## config.mk

```make
export PLATFORM = sky130hd
export DESIGN_NAME = config_loader
export DESIGN_NICKNAME = d
export VERILOG_FILES = /design/src/rtl/cfg_pkg.sv /design/src/rtl/cfg_word_serdes.sv /design/src/rtl/config_loader.sv
export SDC_FILE = /design/constraint.sdc
export NUM_CORES = 1
export LEC_CHECK = 0
export BUFFER_PORTS_ARGS = -buffer_cell sky130_fd_sc_hd__buf_2
export CORE_MARGIN = 2
export CORE_UTILIZATION = 45
export CTS_CLUSTER_SIZE = 12
export DETAILED_ROUTE_END_ITERATION = 16
export HOLD_SLACK_MARGIN = 0.08
export PLACE_DENSITY_LB_ADDON = 0.2
export SYNTH_ARGS = -nofsm -noshare
export SYNTH_HDL_FRONTEND = slang
export SYNTH_SLANG_ARGS = --single-unit
export TNS_END_PERCENT = 30
```

## constraint.sdc

```tcl
create_clock -name clock -period 4.08 [get_ports clock]
set_input_delay 0.204 -clock clock [delete_from_list [all_inputs] [get_ports clock]]
set_output_delay 0.204 -clock clock [all_outputs]
set_load 0.05 [all_outputs]
```

## src/rtl/cfg_pkg.sv

```systemverilog
// Shared definitions for the configuration-chain loader.
//   cfg_state_t : loader FSM states.
//   cnt_width() : width of a counter that has to hold 0..max_value inclusive.
package cfg_pkg;

  typedef enum logic [2:0] {
    IDLE   = 3'd0,
    CLEAR  = 3'd1,
    FETCH  = 3'd2,
    SHIFT  = 3'd3,
    DRAIN  = 3'd4,
    FINISH = 3'd5
  } cfg_state_t;

  function automatic int cnt_width(input int max_value);
    return (max_value < 1) ? 1 : $clog2(max_value + 1);
  endfunction

endpackage

```

## src/rtl/cfg_word_serdes.sv

```systemverilog
// One-word shift register with a bit counter. Bits leave at bit 0 and enter
// at the MSB, so the same block serves as a parallel-to-serial converter
// (load a word, shift it out) and a serial-to-parallel converter (shift bits
// in, take 'assembled').
// Ports:
//   clock, reset  : clock, synchronous active-high reset
//   clear         : empty the register and zero the counter (highest priority)
//   load          : capture load_data and zero the counter
//   load_data     : parallel word to serialise
//   shift         : move one bit: word <= {serial_in, word[W-1:1]}, count++
//   serial_in     : bit entering at the MSB on a shift
//   serial_out    : bit 0 of the stored word (the next bit to leave)
//   assembled     : stored bits plus serial_in, right-aligned so the first bit
//                   received sits in bit 0 and unused upper bits are zero
//   count         : bits shifted since the last clear/load
//   count_next    : value count takes at the next edge
// WORD_WIDTH must be at least 2.
module cfg_word_serdes
  import cfg_pkg::*;
#(
  parameter int WORD_WIDTH = 32
) (
  input  logic                                  clock,
  input  logic                                  reset,
  input  logic                                  clear,
  input  logic                                  load,
  input  logic [WORD_WIDTH-1:0]                 load_data,
  input  logic                                  shift,
  input  logic                                  serial_in,
  output logic                                  serial_out,
  output logic [WORD_WIDTH-1:0]                 assembled,
  output logic [cnt_width(WORD_WIDTH)-1:0]      count,
  output logic [cnt_width(WORD_WIDTH)-1:0]      count_next
);

  localparam int CW = cnt_width(WORD_WIDTH);

  logic [WORD_WIDTH-1:0] word;
  logic [WORD_WIDTH-1:0] shifted;
  logic [CW-1:0]         shamt;

  assign shifted    = {serial_in, word[WORD_WIDTH-1:1]};
  assign serial_out = word[0];

  // After count+1 bits have entered at the MSB they occupy the top count+1
  // positions; shifting down by W-1-count puts the first one in bit 0.
  assign shamt     = CW'(WORD_WIDTH - 1) - count;
  assign assembled = shifted >> shamt;

  always_comb begin
    count_next = count;
    if (clear || load) begin
      count_next = '0;
    end else if (shift) begin
      count_next = count + 1'b1;
    end
  end

  always_ff @(posedge clock) begin
    if (reset) begin
      word  <= '0;
      count <= '0;
    end else begin
      count <= count_next;
      if (clear) begin
        word <= '0;
      end else if (load) begin
        word <= load_data;
      end else if (shift) begin
        word <= shifted;
      end
    end
  end

endmodule

```

## src/rtl/config_loader.sv

```systemverilog
// Initiator end of the fabric configuration chain.
// Write load: clear the chain for CLEAR_CYCLES cycles, then fetch words over
// wr_* and serialise exactly CHAIN_BITS bits (bit 0 of each word first).
// Readback: recirculate the chain tail into the head for CHAIN_BITS shifts,
// returning the tail bits as rd_* words (first bit in bit 0, last word
// zero-padded). The chain contents are unchanged afterwards.
// Handshakes: a word transfers on a rising clock edge where valid and ready
// are both 1; valid, once raised, holds with stable data until that edge.
// Ports:
//   clock, reset            : clock, synchronous active-high reset
//   start, readback         : operation request (sampled in IDLE) and mode
//   wr_data/valid/ready     : bitstream word stream in
//   rd_data/valid/ready     : readback word stream out
//   busy, done              : activity flag, completion pulse
//   cfg_data_out/cfg_data_in: chain head / chain tail
//   cfg_enable, cfg_nreset  : chain shift enable, active-low chain clear
//   state_dbg               : current FSM state encoding (cfg_state_t)
module config_loader
  import cfg_pkg::*;
#(
  parameter int WORD_WIDTH   = 32,
  parameter int CHAIN_BITS   = 4096,
  parameter int CLEAR_CYCLES = 4
) (
  input  logic                  clock,
  input  logic                  reset,
  input  logic                  start,
  input  logic                  readback,
  input  logic [WORD_WIDTH-1:0] wr_data,
  input  logic                  wr_valid,
  output logic                  wr_ready,
  output logic [WORD_WIDTH-1:0] rd_data,
  output logic                  rd_valid,
  input  logic                  rd_ready,
  output logic                  busy,
  output logic                  done,
  output logic                  cfg_data_out,
  input  logic                  cfg_data_in,
  output logic                  cfg_enable,
  output logic                  cfg_nreset,
  output logic [2:0]            state_dbg
);

  localparam int BW  = cnt_width(CHAIN_BITS);
  localparam int WCW = cnt_width(WORD_WIDTH);
  localparam int CCW = cnt_width(CLEAR_CYCLES);

  cfg_state_t state, state_n;
  logic          mode_rb, mode_n;
  logic [BW-1:0] bit_cnt, bit_cnt_n;
  logic [CCW-1:0] clr_cnt, clr_cnt_n;
  logic [WORD_WIDTH-1:0] rd_data_n;
  logic          rd_valid_n;
  logic          wr_ready_n, busy_n, done_n, cfg_enable_n, cfg_nreset_n;

  logic          tx_clear, tx_load, tx_shift, tx_serial;
  logic [WCW-1:0] tx_count;
  logic [WORD_WIDTH-1:0] tx_assembled_unused;
  logic [WCW-1:0] tx_count_next_unused;

  logic          rx_clear, rx_shift, rx_serial_unused;
  logic [WORD_WIDTH-1:0] rx_assembled;
  logic [WCW-1:0] rx_count, rx_count_next;

  logic          shifting, last_bit, rd_word_due_n;

  cfg_word_serdes #(.WORD_WIDTH(WORD_WIDTH)) u_tx (
    .clock      (clock),
    .reset      (reset),
    .clear      (tx_clear),
    .load       (tx_load),
    .load_data  (wr_data),
    .shift      (tx_shift),
    .serial_in  (1'b0),
    .serial_out (tx_serial),
    .assembled  (tx_assembled_unused),
    .count      (tx_count),
    .count_next (tx_count_next_unused)
  );

  cfg_word_serdes #(.WORD_WIDTH(WORD_WIDTH)) u_rx (
    .clock      (clock),
    .reset      (reset),
    .clear      (rx_clear),
    .load       (1'b0),
    .load_data  ('0),
    .shift      (rx_shift),
    .serial_in  (cfg_data_in),
    .serial_out (rx_serial_unused),
    .assembled  (rx_assembled),
    .count      (rx_count),
    .count_next (rx_count_next)
  );

  // In readback the tail is fed straight back to the head so the bit that
  // leaves the chain on an edge re-enters it on that same edge; a register in
  // this path would lengthen the ring by one and rotate the contents.
  assign cfg_data_out = mode_rb ? cfg_data_in : tx_serial;
  assign state_dbg    = state;

  // cfg_enable is registered, so a 1 here means a bit moves at the coming edge.
  assign shifting = (state == SHIFT) && cfg_enable;
  assign last_bit = (bit_cnt == BW'(CHAIN_BITS - 1));

  always_comb begin
    state_n    = state;
    mode_n     = mode_rb;
    bit_cnt_n  = bit_cnt;
    clr_cnt_n  = clr_cnt;
    rd_data_n  = rd_data;
    rd_valid_n = rd_valid;
    tx_clear   = 1'b0;
    tx_load    = 1'b0;
    tx_shift   = 1'b0;
    rx_clear   = 1'b0;
    rx_shift   = 1'b0;

    if (rd_valid && rd_ready) begin
      rd_valid_n = 1'b0;
    end

    unique case (state)
      IDLE: begin
        if (start) begin
          mode_n    = readback;
          bit_cnt_n = '0;
          clr_cnt_n = '0;
          tx_clear  = 1'b1;
          rx_clear  = 1'b1;
          state_n   = readback ? SHIFT : CLEAR;
        end
      end
      CLEAR: begin
        clr_cnt_n = clr_cnt + 1'b1;
        if (clr_cnt == CCW'(CLEAR_CYCLES - 1)) begin
          state_n = FETCH;
        end
      end
      FETCH: begin
        if (wr_valid && wr_ready) begin
          tx_load = 1'b1;
          state_n = SHIFT;
        end
      end
      SHIFT: begin
        if (shifting) begin
          bit_cnt_n = bit_cnt + 1'b1;
          if (!mode_rb) begin
            tx_shift = 1'b1;
            if (last_bit) begin
              state_n = FINISH;
            end else if (tx_count == WCW'(WORD_WIDTH - 1)) begin
              state_n = FETCH;
            end
          end else begin
            rx_shift = 1'b1;
            // Stall logic guarantees the output slot is free on this edge.
            if (last_bit || (rx_count == WCW'(WORD_WIDTH - 1))) begin
              rd_data_n  = rx_assembled;
              rd_valid_n = 1'b1;
              rx_clear   = 1'b1;
            end
            if (last_bit) begin
              state_n = DRAIN;
            end
          end
        end
      end
      DRAIN: begin
        if (rd_valid && rd_ready) begin
          state_n = FINISH;
        end
      end
      FINISH: begin
        state_n = IDLE;
      end
      default: begin
        state_n = IDLE;
      end
    endcase

    wr_ready_n   = (state_n == FETCH);
    cfg_nreset_n = (state_n != CLEAR);
    busy_n       = (state_n != IDLE) && (state_n != FINISH);
    done_n       = (state_n == FINISH);
  end

  // Readback enable for the coming cycle: hold off the shift that would
  // complete a word while the previous word is still waiting in rd_data.
  assign rd_word_due_n = (bit_cnt_n == BW'(CHAIN_BITS - 1)) ||
                         (rx_count_next == WCW'(WORD_WIDTH - 1));
  assign cfg_enable_n  = (state_n == SHIFT) &&
                         (!mode_n || !(rd_word_due_n && rd_valid_n));

  always_ff @(posedge clock) begin
    if (reset) begin
      state      <= IDLE;
      mode_rb    <= 1'b0;
      bit_cnt    <= '0;
      clr_cnt    <= '0;
      rd_data    <= '0;
      rd_valid   <= 1'b0;
      wr_ready   <= 1'b0;
      busy       <= 1'b0;
      done       <= 1'b0;
      cfg_enable <= 1'b0;
      cfg_nreset <= 1'b1;
    end else begin
      state      <= state_n;
      mode_rb    <= mode_n;
      bit_cnt    <= bit_cnt_n;
      clr_cnt    <= clr_cnt_n;
      rd_data    <= rd_data_n;
      rd_valid   <= rd_valid_n;
      wr_ready   <= wr_ready_n;
      busy       <= busy_n;
      done       <= done_n;
      cfg_enable <= cfg_enable_n;
      cfg_nreset <= cfg_nreset_n;
    end
  end

endmodule

```

==> summary.md <==
| Metric | Value |
|---|---|
| Clock Sinks | `133` |
| Antenna-violating nets left | `0` |
| Global-route usage over all layers | `21.44%` |
| CP Class | `reg2reg` |
| Setup TNS | `0 ns` |
| Number of buffers and inverters on the critical path | `0` |
| Critical register-to-register path startpoint | `state_dbg[0]` |
| Setup crit start | `state_dbg[0]` |
| Cell types occupying the most area after synthesis | `dfxtp_1 37%, mux4_2 8.5%, nand2_1 7.7%` |
| X dimension of the die | `129.9 um` |
| Final weighted congestion of routability-driven global placement | `between 0.8 and 0.9` |
| Clock-pin transition on the worst setup and hold timing paths | `about 0.06 ns` |
| Largest incremental delay on the critical path | `just under 0.6 ns` |
| Worst Hold Slack | `a little over 0.09 ns` |
| Number of synthesized flops with an enable pin | `0` |
| F_max | `356.7 MHz` |
| Sequential element share of the synthesized area | `37.33%` |
| Top post-synthesis cells by count | `146 x nand2_1, 133 x dfxtp_1, 102 x nor2_1` |
| Power per cell area | `358.3 nW/um^2` |
| Effective utilization at floorplan | `45.40%` |
| Post-synthesis cell count | `830` |
| Antenna cell count | `0` |
| Wire length of the first global-routing pass | `approximately 29 mm` |
| Number of antenna violations at the first check in global routing | `0` |
| Run status | `finished, final reports clean` |
| IO buf count | `80` |
| Number of failing hold endpoints at the final stage | `0` |
| Ports placed on the boundary | `81` |
| # setup viols final | `0` |
| Cell chain of the critical path | `and4b_1, nand2_1, a21o_1, or3_1, o32ai_1` |
| Cell row count | `between 40 and 50` |
| Slowest library cell on the worst path | `dfxtp_1` |
| Most repeated cell in the gate-level netlist after synthesis | `nand2_1` |
| Filler Cell Count | `1462` |
| Area share of the largest cell type after synthesis | `37.33%` |
| Count of pins over their slew limit | `0` |
| Share of flip-flops with an asynchronous set or reset after synthesis | `0%` |
| DIE HEIGHT | `between 100 and 150 um` |
| Post-synthesis instance area | `7133 um^2` |
| Worst slew margin relative to its limit | `approximately 37%` |
| Clk Tree Root Cell | `clkbuf_16` |
| Share of the core filled with cells | `53.93%` |
| Worst path required time | `4.41 ns` |
| Portion of the clock cycle consumed by the worst path in the final layout | `between 60% and 70%` |
| Maximum number of pins on one net before global-route repair | `65` |
| Startpoint type of the worst setup path | `register` |
| Combinational fraction of design power | `slightly above 6%` |
| Total die area | `16870 um^2` |
| Wire length per cell after detailed routing | `15.69 um` |
| Vias in the first global route | `5711` |
| Sequential Area | `2664 um^2` |
| Number of resized instances in the post-cts repair step | `0` |
| Overall overflow remaining after global route | `0` |
| Relative contribution of sequential cells to total power | `43.7%` |
| Synth area leader | `dfxtp_1` |
| Synthesis-to-layout area growth | `18.80%` |
| Detailed Route Iter0 Violations | `529` |
| Drc violations | `0` |
| Mean instance size in the synthesized netlist | `8.594 um^2` |
| Category of cells accounting for the largest share of critical-path delay | `simple AND/OR/NAND/NOR gates` |
| Pin slew with the least headroom to its limit | `0.9411 ns` |
| Distinct cells, synth | `between 60 and 70` |
| Switching power | `788.9 uW` |
| Post-Synthesis Net Count | `874` |
| Critical Path Fanout Max | `26` |
| Placed wire-length estimate | `11.87 mm` |
| Part of the total power dissipated in the clock network | `50.2%` |
| Number of nets in the final layout | `949` |
| Sw Ratio | `25.98%` |
| Routed vias/inst | `5.544` |
| Routed WL | `17.80 mm` |
| Startpoint of the most critical hold path | `wr_data[13]` |
| Synthesis warning total | `0` |
| H-tree depth | `4` |
| Clock network latency to the later pin of the worst-skew pair | `0.43 ns` |
| FF+latch count, synth | `~130` |
| Internal cell power | `2247 uW` |
| CTS tree | `built` |
| CP arrival | `around 3.1 ns` |
| Post-layout minimum cycle time | `2.804 ns` |
| Most instantiated flip-flop cell in the synthesis netlist | `dfxtp_1` |
| Peak supply drop | `0.2957 mV` |
| Unrepaired setup endpoints after global routing | `no` |
| First drt pass iteration count | `5` |
| Multi-input combinational cell area | `roughly 4100 um^2` |
| Max-cap violation count | `0` |
| Inserted Clock Buffers | `17` |
| Worst min path class | `in2reg` |
| Share of post-route cells with drive strength above 1 | `19.50%` |
| Critical path capture point type | `register` |
| Total power | `3036 uW` |
| Area of the core | `between 15000 and 20000 um^2` |
| Max clock buf depth | `2` |
| Total via count in the routed design | `around 6300` |
| Clock Skews | `approximately 0.014 ns` |
| Leak Pwr | `0.002936 uW` |
-- power groups by stage --
stage / Sequential, uW / Clock (uW) / Combinational [uW]
finish: 1330 / 1520 / 186
floorplan: 1370 / 0 / 95.2
global route: 1330 / 1610 / 202
global placement: 1350 / 0 / 165
CTS: 1330 / 1560 / 185
detailed placement: 1350 / 0 / 165
-- routing by layer --
| layer | share of wire (%) | track usage (%) | routed length (um) |
|---|---|---|---|
| met5 | 0 | 0 | 0 |
| met3 | 3.8 | 3.608 | 684 |
| met2 | 45 | 31.84 | 7923 |
| met1 | 50 | 31.75 | 8975 |
| met4 | 1.2 | 6.958 | 211 |
-- worst min-delay path, stage by stage --
cell	delay, ns
buf_2	0.10
nor2_1	0.11
a211oi_1	0.06
-- kinds of logic after synthesis --
logic type	synth area share [%]
DFF	37.33
xor gates and xnor gates	1.351
adders and majority gates	0.8770
AOI/OAI and AO/OA	16.23
muxes	17.68
buffers and inverters	4.736
and+or+nand+nor	21.80
-- stage by stage --
stage               std cells  cell area [um^2]  worst slack (ns)
global route             1134              8474            0.9954
detailed placement       1075              7614             1.319
finish                   1134              8474             1.276
CTS                      1134              8474             1.292
floorplan                 830              7133             1.766
global placement         1075              7614             1.303
-- cell usage in the layout (no fill, tap or decap), types with 6 or more instances in the layout --
| master | Yosys | routed |
|---|---|---|
| nor3_1 | 6 | 6 |
| buf_4 | 1 | 14 |
| a22oi_1 | 11 | 11 |
| xnor2_1 | 9 | 9 |
| o22ai_1 | 7 | 7 |
| a21oi_1 | 63 | 63 |
| and3_1 | 9 | 9 |
| mux2i_1 | 48 | 48 |
| nand3_1 | 17 | 17 |
| nor2_1 | 102 | 101 |
| mux2_2 | 13 | 13 |
| nand2_1 | 146 | 146 |
| nand2b_1 | 6 | 6 |
| nor2b_1 | 8 | 8 |
| mux4_2 | 27 | 27 |
| dlygate4sd3_1 | 0 | 27 |
| nand4_1 | 7 | 7 |
| buf_2 | 15 | 80 |
| o21ai_0 | 21 | 21 |
| inv_1 | 8 | 8 |
| dfxtp_1 | 133 | 132 |
| a211oi_1 | 35 | 35 |
| clkbuf_16 | 0 | 17 |
| a32oi_1 | 6 | 6 |
| nor3b_1 | 6 | 6 |
-- sequential cells by signal, indices dropped and copies added, names as in the netlist --
name and count:
busy 1, u_tx.word 32, cfg_nreset 1, cfg_enable 1, done 1, u_rx.count 6
bit_cnt 13, u_rx.word 31, clr_cnt 3, mode_rb 1, wr_ready 1, u_tx.count 6
state_dbg 3, rd_valid 1, rd_data 32
-- path summary, 6_finish.rpt --
kind	end	slack (ns)	cells after the start
setup / recovery	rd_data[13]	1.28	5
hold / removal	u_tx.word[13]	0.09	3
setup reg to reg	rd_data[13]	1.28	5
hold reg to reg	rd_data[16]	0.45	2
-- layout make-up --
cell class	count	area share, %
Sequential cell	133	31.43
Multi-Input combinational cell	623	48.86
Tap cell	216	3.189
Inverter	9	0.3986
Timing Repair Buffer	121	9.154
Clock buffer	17	5.020
Clock inverter	15	1.949
-- what timing repair did --
| item | 4_1_cts | 5_1_grt |
|---|---|---|
| endpoints found under the setup margin | 0 | 0 |
| setup buffers | 0 | 0 |
| hold endpoints to repair | 27 | 0 |
| hold buffers | 27 | 0 |
(Power assumes the default switching activity.)
